===== src/rtl/s_axis_cc_arbiter.sv =====
// Two-requester, packet-atomic round-robin arbiter merging two AXI-Stream
// completer-completion sources onto one master stream, with per-requester packet counters.
module s_axis_cc_arbiter #(
  parameter int DATA_WIDTH = 128,
  parameter int KEEP_WIDTH = DATA_WIDTH / 8
) (
  input  logic                    user_clk,
  input  logic                    user_reset_n,
  input  logic [1:0]              s_axis_cc_tvalid,
  output logic [1:0]              s_axis_cc_tready,
  input  logic [1:0]              s_axis_cc_tlast,
  input  logic [2*DATA_WIDTH-1:0] s_axis_cc_tdata,
  input  logic [2*KEEP_WIDTH-1:0] s_axis_cc_tkeep,
  input  logic [7:0]              s_axis_cc_tuser,
  output logic                    m_axis_cc_tvalid,
  input  logic                    m_axis_cc_tready,
  output logic                    m_axis_cc_tlast,
  output logic [DATA_WIDTH-1:0]   m_axis_cc_tdata,
  output logic [KEEP_WIDTH-1:0]   m_axis_cc_tkeep,
  output logic [3:0]              m_axis_cc_tuser,
  output logic [1:0]              grant,
  output logic [15:0]             pkt_cnt0,
  output logic [15:0]             pkt_cnt1
);

  localparam logic [0:0] IDLE = 1'b0;
  localparam logic [0:0] BUSY = 1'b1;

  logic [0:0]  state_q, state_d;
  logic [1:0]  grant_q, grant_d;
  logic        last_owner_q, last_owner_d;
  logic [15:0] cnt0_q, cnt0_d;
  logic [15:0] cnt1_q, cnt1_d;
  logic        sel;
  logic        busy;
  logic        last_hs;

  // grant_q is one-hot while BUSY, so bit 1 alone names the owner
  assign sel  = grant_q[1];
  assign busy = (state_q == BUSY);

  always_comb begin
    m_axis_cc_tvalid = busy & s_axis_cc_tvalid[sel];
    m_axis_cc_tlast  = s_axis_cc_tlast[sel];
    m_axis_cc_tdata  = sel ? s_axis_cc_tdata[2*DATA_WIDTH-1:DATA_WIDTH]
                           : s_axis_cc_tdata[DATA_WIDTH-1:0];
    m_axis_cc_tkeep  = sel ? s_axis_cc_tkeep[2*KEEP_WIDTH-1:KEEP_WIDTH]
                           : s_axis_cc_tkeep[KEEP_WIDTH-1:0];
    m_axis_cc_tuser  = sel ? s_axis_cc_tuser[7:4] : s_axis_cc_tuser[3:0];
    s_axis_cc_tready = (busy && m_axis_cc_tready) ? grant_q : '0;
  end

  assign last_hs = m_axis_cc_tvalid & m_axis_cc_tready & m_axis_cc_tlast;

  always_comb begin
    state_d      = state_q;
    grant_d      = grant_q;
    last_owner_d = last_owner_q;
    cnt0_d       = cnt0_q;
    cnt1_d       = cnt1_q;
    if (state_q == IDLE) begin
      if (|s_axis_cc_tvalid) begin
        state_d = BUSY;
        // On a tie the requester that did not own the last packet wins
        if (&s_axis_cc_tvalid) grant_d = last_owner_q ? 2'b01 : 2'b10;
        else                   grant_d = s_axis_cc_tvalid;
      end
    end else if (last_hs) begin
      state_d      = IDLE;
      grant_d      = '0;
      last_owner_d = sel;
      if (sel) cnt1_d = cnt1_q + 16'd1;
      else     cnt0_d = cnt0_q + 16'd1;
    end
  end

  always_ff @(posedge user_clk or negedge user_reset_n) begin
    if (!user_reset_n) begin
      state_q      <= IDLE;
      grant_q      <= '0;
      last_owner_q <= 1'b1;
      cnt0_q       <= '0;
      cnt1_q       <= '0;
    end else begin
      state_q      <= state_d;
      grant_q      <= grant_d;
      last_owner_q <= last_owner_d;
      cnt0_q       <= cnt0_d;
      cnt1_q       <= cnt1_d;
    end
  end

  assign grant    = grant_q;
  assign pkt_cnt0 = cnt0_q;
  assign pkt_cnt1 = cnt1_q;

endmodule


===== config.mk =====
export PLATFORM = sky130hd
export DESIGN_NAME = s_axis_cc_arbiter
export DESIGN_NICKNAME = d
export VERILOG_FILES = /design/src/rtl/s_axis_cc_arbiter.sv
export SDC_FILE = /design/constraint.sdc
export NUM_CORES = 1
export LEC_CHECK = 0
export ABC_AREA = 1
export BUFFER_PORTS_ARGS = -buffer_cell sky130_fd_sc_hd__clkbuf_2
export CAP_MARGIN = 20
export CORE_AREA = 3 3 191 193
export CTS_BUF_LIST = sky130_fd_sc_hd__clkbuf_4
export CTS_CLUSTER_SIZE = 14
export DETAILED_ROUTE_END_ITERATION = 7
export DIE_AREA = 0 0 194 196
export PLACE_DENSITY = 0.37
export SLEW_MARGIN = 20
export SYNTH_ARGS = -nofsm -noshare
export SYNTH_HDL_FRONTEND = slang
export SYNTH_SLANG_ARGS = --single-unit

===== constraint.sdc =====
create_clock -name user_clk -period 3.1 [get_ports user_clk]
set_input_delay 0.62 -clock user_clk [delete_from_list [all_inputs] [get_ports user_clk]]
set_output_delay 0.62 -clock user_clk [all_outputs]
set_load 0.02 [all_outputs]

# Word-level counts from Yosys, hierarchy flattened

Index checks and enable logic that the tools add are counted.

Add/sub/neg operators: 2
$lt $le $gt $ge: 1
Equality and inequality tests: 1
Multiplexer cells: 16
Bitwise logic cells: 4
Reduce and logical (&&, ||, !) cells: 8

Operators by type and width:

| operator                                                    | count |
|---|---|
| two-way mux 128 bit                                         | 1 |
| adder 16 x 1 -> 16 bit (second input constant)              | 2 |
| two-way mux 16 bit                                          | 1 |
| two-way mux 2 bit                                           | 6 |
| two-way mux 1 bit                                           | 7 |
| AND reduction 2 bit                                         | 3 |
| AND reduction 3 bit                                         | 2 |
| two-way mux 4 bit                                           | 1 |
| AND 1 bit                                                   | 3 |
| less-than comparator 1 x 2 -> 1 bit (second input constant) | 1 |
| != test 2 x 1 -> 1 bit (second input constant)              | 1 |
| nonzero test 2 bit                                          | 1 |
| OR reduction 2 bit                                          | 1 |
| logical AND 1 bit                                           | 1 |
| inverter 1 bit                                              | 1 |

Flip-flop bits (word level): 36
Input bits: 303
Output and inout bits: 186
Logic and storage cells: 37

# Depth between registers and ports, before layout

Word-level depth: 7
Depth in mapped cells: 11

# Least setup slack after synthesis

Ideal clock, no wire load.

Kind: reg2out
From: register grant_q[1], in the netlist grant[1]
To: output port m_axis_cc_tdata[100]
Arrival: 1447 ps
Data required time: 2480 ps
Setup slack: 1033 ps
Cell stages (with the launch flop): 7
Path buffers: 3
Cell sequence: dfrtp_1 buf_6 inv_4 clkbuf_1 clkbuf_1 nand2_1 nand2_1

Longest elaborated chain between the ends: 1

Ends and longest elaborated chain:

| what                   | line | source |
|---|---|---|
| from (decl)            | 30   | `logic [1:0] grant_q, grant_d;` |
| from (signal assigned) | 86   | `grant_q <= grant_d;` |
| two-way mux 128 bit    | 45   | `m_axis_cc_tdata = sel ? s_axis_cc_tdata[2*DATA_WIDTH-1:DATA_WIDTH]` |
| to (decl)              | 18   | `output logic [DATA_WIDTH-1:0] m_axis_cc_tdata,` |

No other way between the ends.

# Worst setup path after layout

From: register grant_q[1], in the netlist grant[1]
To: output port m_axis_cc_tdata[54]

Same word-level chain as after synthesis.

==> results.json <==
{
  "status": "finished clean",
  "min_period_ns": 2.64,
  "ys_seq_elements": 36,
  "core_area_mm2": 0.0347,
  "ir_drop_v": 0.000305,
  "cts_resized": 0,
  "slew_headroom": 0.674,
  "seqCellArea_um2": 906,
  "max_stage_delay_ns": 0.61,
  "worstSkewPairLatency_ns": 0.34,
  "start_kind": "flip-flop",
  "fp.dieW_um": 194,
  "final-max-slew-violation-count": 0,
  "die-area_mm2": 0.0380,
  "routed_wl_um": 29300,
  "min_path_type": "input port to asynchronous set/reset pin",
  "arrival_ns": 2.02,
  "worstSetupPathDepth": 5,
  "rsz0062_at_grt": "false",
  "crit_buf_inv": 3,
  "critPathMaxFanout": 74,
  "power_density_mw_per_mm2": 653,
  "yosys.area.top_type_share": 0.555,
  "final_common_cell": "nand2_1",
  "post-route-drc-count": 0,
  "period_share": 0.853,
  "path_cells": "inv_4 -> buf_12 -> nand2_1 -> nand2_1 -> clkbuf_2",
  "crit_path_end_kind": "primary output",
  "path_clk_slew_ns": 0.13,
  "initial_utilization": 0.114,
  "die_h_um": 196,
  "hold_viol": 0,
  "num_rows": 68,
  "viasPerCell": 3.77,
  "num_vias": 6459,
  "multi_input_area_mm2": 0.00275,
  "h-tree-depth": 2,
  "avgRoutedWirePerCell_um": 17.1,
  "cp_slowest_cell": "dfrtp_4",
  "synth_area_leaders": "nand2_1, dfrtp_1, nor2_1, clkbuf_1, inv_1",
  "grt_pass1_vias": 6511,
  "cts.path.max_buffers": 2,
  "finalSetupViolCount": 0,
  "tritoncts": "done",
  "crit_family": "buffers and inverters",
  "layout-drive-gt1-share": 0.408,
  "grt_max_degree": 75,
  "ios": 489,
  "yosysTopAreaCell": "nand2_1",
  "netlist-cell-type-count": 22,
  "area_delta_synth_final_pct": 76.5,
  "syn_nets": 1092,
  "cellLeakagePower_nw": 4.48,
  "final_cell_mix": "nand2_1, clkbuf_2, nor2_1, dfrtp_1, inv_1",
  "fillers": 4210,
  "globalplace.congestion": 0.912,
  "clock-sinks": 36,
  "yosysWarnings": 0,
  "avgSynthCellArea_um2": 5.01,
  "port-buffer-count": 488,
  "power_mw": 4.55,
  "tns_ns": 0,
  "dr.pass1.iters": 5,
  "cts_inserted_buffers": 5,
  "final.setup_skew_ns": 0.0106,
  "nNetsFinal": 1558,
  "max_cap_viol_count": 0,
  "dp_hpwl_um": 25600,
  "drtIter0Drc": 386,
  "antenna_found_initial": 5,
  "cp.required_ns": 2.48,
  "cts_root_buf": "clkbuf_4",
  "ant_nets": 0,
  "path_class": "flip-flop to primary output",
  "max_freq_mhz": 378,
  "ctsHoldBuffers": 0,
  "netlist_instances": 787,
  "cpMostUsedCell": "nand2_1",
  "yosysSeqAreaShare": 0.229,
  "syn_area_mm2": 0.00395,
  "overflow": 0,
  "track_usage": 0.144,
  "grt_pass1_wl_um": 41600,
  "r2r_cells": 10,
  "worst_pin_slew_ns": 0.490,
  "cts_setup_buffers": 0
}
[where the power goes]
group,switching [mW],internal [mW],total (mW)
Sequential,0.119,0.539,0.658
Clock,0.170,0.0930,0.263
Combinational,2.56,1.06,3.63
Total,2.85,1.70,4.55
[cell usage after synthesis]
library cell,count
buf_2,1
buf_4,1
buf_6,3
clkbuf_1,32
clkinv_1,1
dfrtp_1,35
dfstp_2,1
ha_1,2
inv_1,30
inv_2,1
inv_4,1
nand2_1,583
nand2_2,5
nand3_1,12
nand3b_1,1
nand4_1,10
nor2_1,34
nor2_8,1
nor3_1,2
o21ai_0,14
xnor2_1,11
xor2_1,6
[cell families after synthesis]
group,after synthesis,share of synthesized area
simple gates,648,0.635
flops,36,0.229
xor+xnor,17,0.0377
fa+ha+maj,2,0.00634
compound gates,14,0.0178
buf+inv,70,0.0742
[through the flow]
stage / std cells / area, um2 / util / setup slack, ns / hold WS (ns)
finish: 1712 / 6970 / 0.201 / 0.455 / 0.296
global route: 1712 / 6970 / 0.201 / 0.298 / 0.333
CTS: 1709 / 6960 / 0.200 / 0.347 / 0.296
detailed placement: 1701 / 6910 / 0.199 / 0.764 / 0.510
global placement: 1701 / 6910 / 0.199 / 0.766 / 0.498
floorplan: 787 / 3950 / - / 1.03 / 0.324
[metal layers]
| layer | track usage | up-vias | wire (um) |
|---|---|---|---|
| li1 | - | 3289 | - |
| met1 | 0.176 | 2896 | 11800 |
| met2 | 0.255 | 250 | 14900 |
| met3 | 0.0352 | 24 | 2150 |
| met4 | 0.0314 | 0 | 408 |
| met5 | 0 | - | 0 |
[worst reg2reg max path, cell delays in order (launching register included)]
cell,delay (ns)
dfrtp_4,0.61
inv_4,0.19
buf_12,0.22
nand2_1,0.08
nand2_1,0.08
nand2_2,0.10
nor2_8,0.20
nand2_2,0.29
inv_2,0.30
nand2_1,0.09
nand2_1,0.06
[flip-flops by register name, summed over array words and instances, names as in the netlist]
name	cells
pkt_cnt0	16
grant	2
busy	1
pkt_cnt1	16
last_owner_q	1
[final cells by class]
cell class	instances	share of cell area
Clock buffer	6	0.00647
Sequential cell	36	0.130
Antenna cell	3	0.00108
Timing Repair Buffer	496	0.366
Clock inverter	2	0.00108
Tap cell	455	0.0817
Multi-Input combinational cell	681	0.395
Inverter	33	0.0181
[final timing paths]
kind | from | endpoint | slack [ns]
worst max-delay path | grant[1] | m_axis_cc_tdata[54] | 0.46
worst min-delay path | user_reset_n | pkt_cnt1[8] | 0.30
worst max register to register | grant[1] | pkt_cnt0[13] | 0.82
worst min register to register | last_owner_q | last_owner_q | 0.52
max in group asynchronous | user_reset_n | grant[1] | 2.42
min in group user_clk | last_owner_q | last_owner_q | 0.52
Power figures use the tool's default switching activity.
